### src/rtl/pc_sequencer_if.sv
// Return-address stack bus between pc_sequencer (master) and the stack (slave).
//   push/pop : one-cycle strobes from the sequencer
//   wdata    : return address written on push
//   rdata    : stack read data, valid the cycle after pop
//   full     : stack full flag
//   empty    : stack empty flag
interface pc_sequencer_if #(
  parameter int AW = 12
);
  logic          push;
  logic          pop;
  logic [AW-1:0] wdata;
  logic [AW-1:0] rdata;
  logic          full;
  logic          empty;

  modport master (output push, pop, wdata, input  rdata, full, empty);
  modport slave  (input  push, pop, wdata, output rdata, full, empty);
endinterface

### src/rtl/pc_sequencer.sv
// Program-counter and call/return sequencer; sole driver of the return stack.
// Ports:
//   clk, Reset        : rising-edge clock, async active-high reset
//   en, op, target    : command (NEXT/JUMP/CALL/RET), sampled only in IDLE
//   clr_fault         : leaves FAULT, clears fault/fault_code
//   stk               : return-stack bus (master side)
//   pc                : program counter
//   depth             : outstanding calls, 0..DEPTH
//   busy              : any state other than IDLE
//   fault, fault_code : sticky error, 01 overflow / 10 underflow
// Every output comes straight from a flop.
module pc_sequencer #(
  parameter int              AW           = 12,
  parameter int              DEPTH        = 8,
  parameter logic [AW-1:0]   RESET_VECTOR = '0
) (
  input  logic                     clk,
  input  logic                     Reset,
  input  logic                     en,
  input  logic [1:0]               op,
  input  logic [AW-1:0]            target,
  input  logic                     clr_fault,
  pc_sequencer_if.master           stk,
  output logic [AW-1:0]            pc,
  output logic [$clog2(DEPTH):0]   depth,
  output logic                     busy,
  output logic                     fault,
  output logic [1:0]               fault_code
);

  localparam int DW = $clog2(DEPTH) + 1;
  localparam logic [DW-1:0] DEPTH_MAX = DW'(DEPTH);

  localparam logic [1:0] OP_NEXT = 2'b00;
  localparam logic [1:0] OP_JUMP = 2'b01;
  localparam logic [1:0] OP_CALL = 2'b10;
  localparam logic [1:0] OP_RET  = 2'b11;

  localparam logic [1:0] FC_NONE  = 2'b00;
  localparam logic [1:0] FC_OVER  = 2'b01;
  localparam logic [1:0] FC_UNDER = 2'b10;

  localparam logic [2:0] S_IDLE      = 3'd0;
  localparam logic [2:0] S_CALL_PUSH = 3'd1;
  localparam logic [2:0] S_RET_POP   = 3'd2;
  localparam logic [2:0] S_RET_LOAD  = 3'd3;
  localparam logic [2:0] S_FAULT     = 3'd4;

  logic [2:0]    state_q, state_d;
  logic [AW-1:0] pc_q, pc_d;
  logic [AW-1:0] tgt_q, tgt_d;
  logic [AW-1:0] wdata_q, wdata_d;
  logic [DW-1:0] depth_q, depth_d;
  logic          push_q, push_d;
  logic          pop_q, pop_d;
  logic          busy_q, busy_d;
  logic          fault_q, fault_d;
  logic [1:0]    code_q, code_d;

  always_comb begin
    state_d = state_q;
    pc_d    = pc_q;
    tgt_d   = tgt_q;
    wdata_d = wdata_q;
    depth_d = depth_q;
    push_d  = 1'b0;
    pop_d   = 1'b0;
    fault_d = fault_q;
    code_d  = code_q;

    case (state_q)
      S_IDLE: begin
        if (en) begin
          case (op)
            OP_NEXT: pc_d = pc_q + AW'(1);
            OP_JUMP: pc_d = target;
            OP_CALL: begin
              // Either source of "full" faults; the stack must never see an
              // illegal push even if its flag and our count disagree.
              if (stk.full || depth_q >= DEPTH_MAX) begin
                state_d = S_FAULT;
                fault_d = 1'b1;
                code_d  = FC_OVER;
              end else begin
                wdata_d = pc_q + AW'(1);
                tgt_d   = target;
                push_d  = 1'b1;
                state_d = S_CALL_PUSH;
              end
            end
            default: begin // OP_RET
              if (stk.empty || depth_q == '0) begin
                state_d = S_FAULT;
                fault_d = 1'b1;
                code_d  = FC_UNDER;
              end else begin
                pop_d   = 1'b1;
                state_d = S_RET_POP;
              end
            end
          endcase
        end
      end
      S_CALL_PUSH: begin
        pc_d    = tgt_q;
        depth_d = depth_q + DW'(1);
        state_d = S_IDLE;
      end
      S_RET_POP: state_d = S_RET_LOAD;
      S_RET_LOAD: begin
        // Popped data is presented by the stack during this cycle.
        pc_d    = stk.rdata;
        depth_d = depth_q - DW'(1);
        state_d = S_IDLE;
      end
      S_FAULT: begin
        if (clr_fault) begin
          state_d = S_IDLE;
          fault_d = 1'b0;
          code_d  = FC_NONE;
        end
      end
      default: state_d = S_IDLE;
    endcase

    busy_d = (state_d != S_IDLE);
  end

  always_ff @(posedge clk or posedge Reset) begin
    if (Reset) begin
      state_q <= S_IDLE;
      pc_q    <= RESET_VECTOR;
      tgt_q   <= '0;
      wdata_q <= '0;
      depth_q <= '0;
      push_q  <= 1'b0;
      pop_q   <= 1'b0;
      busy_q  <= 1'b0;
      fault_q <= 1'b0;
      code_q  <= FC_NONE;
    end else begin
      state_q <= state_d;
      pc_q    <= pc_d;
      tgt_q   <= tgt_d;
      wdata_q <= wdata_d;
      depth_q <= depth_d;
      push_q  <= push_d;
      pop_q   <= pop_d;
      busy_q  <= busy_d;
      fault_q <= fault_d;
      code_q  <= code_d;
    end
  end

  assign stk.push   = push_q;
  assign stk.pop    = pop_q;
  assign stk.wdata  = wdata_q;
  assign pc         = pc_q;
  assign depth      = depth_q;
  assign busy       = busy_q;
  assign fault      = fault_q;
  assign fault_code = code_q;

endmodule

### src/flat_wrapper.sv
// flat-port wrapper written by rule: the top's interface ports become plain ports
module pc_sequencer_flat 
#(
  parameter int              AW           = 12,
  parameter int              DEPTH        = 8,
  parameter logic [AW-1:0]   RESET_VECTOR = '0
)
  (clk, Reset, en, op, target, clr_fault, pc, depth, busy, fault, fault_code, stk_push, stk_pop, stk_wdata, stk_rdata, stk_full, stk_empty);
  pc_sequencer_if #(.AW(AW)) stk_i ();
  input  logic clk;
  input  logic Reset;
  input  logic en;
  input  logic [1:0] op;
  input  logic [AW-1:0] target;
  input  logic clr_fault;
  output logic [AW-1:0] pc;
  output logic [$clog2(DEPTH):0] depth;
  output logic busy;
  output logic fault;
  output logic [1:0] fault_code;
  output wire logic [$bits(stk_i.push)-1:0] stk_push;
  output wire logic [$bits(stk_i.pop)-1:0] stk_pop;
  output wire logic [$bits(stk_i.wdata)-1:0] stk_wdata;
  input wire logic [$bits(stk_i.rdata)-1:0] stk_rdata;
  input wire logic [$bits(stk_i.full)-1:0] stk_full;
  input wire logic [$bits(stk_i.empty)-1:0] stk_empty;
  assign stk_push = stk_i.push;
  assign stk_pop = stk_i.pop;
  assign stk_wdata = stk_i.wdata;
  assign stk_i.rdata = stk_rdata;
  assign stk_i.full = stk_full;
  assign stk_i.empty = stk_empty;
  pc_sequencer #(.AW(AW), .DEPTH(DEPTH), .RESET_VECTOR(RESET_VECTOR)) u_core (.clk(clk), .Reset(Reset), .en(en), .op(op), .target(target), .clr_fault(clr_fault), .stk(stk_i), .pc(pc), .depth(depth), .busy(busy), .fault(fault), .fault_code(fault_code));
endmodule
### config.mk
export PLATFORM = sky130hd
export DESIGN_NAME = pc_sequencer_flat
export DESIGN_NICKNAME = d
export VERILOG_FILES = /design/src/rtl/pc_sequencer_if.sv /design/src/rtl/pc_sequencer.sv /design/src/flat_wrapper.sv
export SDC_FILE = /design/constraint.sdc
export NUM_CORES = 1
export LEC_CHECK = 0
export ABC_AREA = 1
export BUFFER_PORTS_ARGS = -buffer_cell sky130_fd_sc_hd__buf_2
export CAP_MARGIN = 20
export CELL_PAD_IN_SITES_DETAIL_PLACEMENT = 0
export CELL_PAD_IN_SITES_GLOBAL_PLACEMENT = 2
export CORE_MARGIN = 2
export CORE_UTILIZATION = 32
export CTS_CLUSTER_DIAMETER = 200
export DETAILED_ROUTE_END_ITERATION = 7
export PLACE_DENSITY = 0.95
export SYNTH_ARGS = -nofsm -noshare
export SYNTH_HDL_FRONTEND = slang
export SYNTH_SLANG_ARGS = --single-unit
### constraint.sdc
create_clock -name clk -period 3.35 [get_ports clk]
set_input_delay 0.1675 -clock clk [delete_from_list [all_inputs] [get_ports clk]]
set_output_delay 0.1675 -clock clk [all_outputs]
set_load 0.02 [all_outputs]
==> impl_metrics.toml <==
[clock_network]
clk_pin_slew_ns = 0.10
cts_buffers = 5
ctsHtreeMaxLevel = 2
root_buffer = "clkbuf_8"
cts_buffer_depth = 2
cts_tree = "yes"
cts-resized-gates = 0
cts.sink_count = 49
clk-insertion-delay-late_ns = 0.31

[route]
via_per_inst = 4.60
avgRoutedWirePerCell_um = 13.4
first_iter_violations = 85
vias = 2400
route.detailed.drc = 0
drtPass1Iterations = 4
ant_nets = 0
wl_um = 7000

[worst_setup_path]
rrSetupSlack_ns = 1.49
end_kind = "flop"
r2r-end = "u_core.pc[2]"
crit_path_max_fanout = 21
required_ns = 3.55
rr_startpoint = "u_core.state_q[1]"
startpoint_type = "flop"
cp.arrival_ns = 2.06
rr_worst_depth = 6
path_class = "reg2reg"

[power_and_ir_drop]
p_switching_w = 0.00139
irDropWorstVdd_uv = 354
pwr-share-clk_pct = 16.5
p_seq_share_pct = 35.3
p_comb_share_pct = 48.1
internal_power_w = 0.00167
p_per_area_nw_per_um2 = 938
leakage_nw = 1.82
p_sw_share_pct = 45.3

[sta]
rsz0062_at_grt = "no"
worst_slack_ns = 1.49
setup_viol = 0
fmax_ghz = 0.538
fin_setup_tns_ns = 0
slew_violations = 0
relSlewSlack_pct = 36.2
min_period_ns = 1.86
hold_viol = 0
finalCritPeriodShare_pct = 55.5
tightest_slew_ns = 0.954
finalClockSkew_ns = 0.0134

[synth]
yosysMostFrequentCell = "nand2_1"
syn_avg_cell_area_sq_um = 7.73
ys_seq_elements = 49
synthesis.nets = 387
ys_top_cells_by_count = "nand2_1 (128), dfrtp_1 (49), inv_1 (33)"
ys_async_sr_fraction_pct = 100
synthTopCellsByArea = "dfrtp_1 (45%), nand2_1 (18%), inv_1 (4.6%)"
synth_area_sq_um = 2710
netlist.area_leader.share_pct = 45.2
synthFlopType = "dfrtp_1"
yosys.area.top_type = "dfrtp_1"
synthCells = 351
synth_edf_count = 0
synth_warnings = 0
synth_cell_type_count = 35
seq_area_frac_synth_pct = 45.2

[run]
maxCapViolations = 0

[worst_hold_path]
hold_class = "in2reg"
hold_end = "u_core.tgt_q[0]"
min_path_cells = 3
worstHoldStart = "target[0]"

[placement]
gp_congestion = 0.866
io_buffers = 65
dpl.hpwl_um = 5120
pre_cts_ws_ns = 1.49

[cells_and_area]
fillers = 889
syn_to_final_growth_pct = 20.1
fin_nets = 452
drive_gt1_share_pct = 23.0
num_antenna_cells = 0

[floorplan]
ios = 66
initial_core_util_pct = 33.0
dieArea_sq_um = 9230
die_x_um = 96.1
core_sq_um = 8220
die_h_um = 96.1
num_rows = 33

[outcome]
run_status = "complete, no violations"

[global_routing]
antenna_found_initial = 1
grt_max_degree = 36
grt_pass1_vias = 2408
grt_overflow = 0
grt_pass1_wl_um = 11500
grt_use_total_pct = 16.3
[stage by stage]
stage	utilization [%]	cells	power (W)	hold WS, ns	instance area [sq um]
floorplan	-	351	0.00215	0.284	2710
global placement	37.7	512	0.00255	0.388	3100
detailed placement	37.9	513	0.00258	0.158	3120
CTS	39.7	522	0.00309	0.0619	3260
global route	39.7	522	0.00335	0.0713	3260
finish	39.7	522	0.00306	0.0700	3260
[registers in the layout, summed over array words and instances, names as in the netlist, 2 cells and up]
name	cells
u_core.pc	12
u_core.state_q	3
u_core.fault_code	2
u_core.depth	4
u_core.stk.wdata	12
u_core.tgt_q	12
[final cells by class]
cell class | instances | area (sq um) | share of cell area, %
well taps | 105 | 131 | 4.03
flip-flops and latches | 49 | 1230 | 37.6
inverters | 41 | 156 | 4.80
clock inverters | 3 | 65.1 | 2.00
multi-input cells | 251 | 1250 | 38.3
clock buffers | 5 | 68.8 | 2.11
repair buffers | 68 | 363 | 11.1
[power by group through the flow]
stage	logic [W]	registers, W	clock network (W)
detailed placement	0.00149	0.00109	0
floorplan	0.000875	0.00128	0
global placement	0.00146	0.00109	0
global route	0.00168	0.00112	0.000541
finish	0.00147	0.00108	0.000506
CTS	0.00149	0.00108	0.000517
[worst max-delay path: stages, from the launching register on]
cell and delay, ns:
dfrtp_1 0.47, nor2_2 0.13, nand2_1 0.10, o211ai_2 0.76
inv_2 0.11, o21ai_0 0.11, nand2_1 0.07
[cells in the final DEF (no fill, tap or decap), types with 2 or more instances in the layout]
master	count
a21boi_1	6
a21o_1	2
a21oi_1	7
a22oi_1	2
buf_2	65
bufinv_16	2
clkbuf_8	5
dfrtp_1	49
ha_1	3
inv_1	32
inv_2	8
mux2_2	2
nand2_1	128
nand3_1	18
nand4_1	4
nor2_1	22
nor2_2	3
o21ai_0	24
o21ai_1	8
o21bai_1	3
or2_1	2
xnor2_1	3
xor2_1	3
[worst max path at each step]
stage	endpoint	from	cells past startpoint
2_1_floorplan	u_core.depth[3]	u_core.state_q[2]	8
3_3_place_gp	u_core.pc[2]	u_core.state_q[1]	6
3_5_place_dp	u_core.pc[2]	u_core.state_q[1]	6
4_1_cts	u_core.pc[2]	u_core.state_q[1]	6
5_1_grt	u_core.pc[2]	u_core.state_q[1]	6
6_report	u_core.pc[2]	u_core.state_q[1]	6
[per-layer routing]
layer	track usage, %	share of wire (%)
met5	0	0.21
met4	3.93	0.97
met3	3.92	6.7
met2	27.1	45
met1	21.3	47
[timing repair]
item	in CTS	in global routing
hold endpoints to repair	14	0
hold buffers	1	0
setup buffers	0	0
[cells by family (layout without fill, tap and decap cells)]
kind of cell / count (synthesis) / count (layout) / share of synthesized area, %
simple gates: 182 / 182 / 28.5
xor+xnor: 6 / 6 / 1.94
compound gates: 57 / 57 / 12.6
mux: 2 / 2 / 0.830
fa+ha+maj: 4 / 4 / 2.12
buf+inv: 51 / 117 / 8.81
flops: 49 / 49 / 45.2
(Power assumes the default switching activity.)
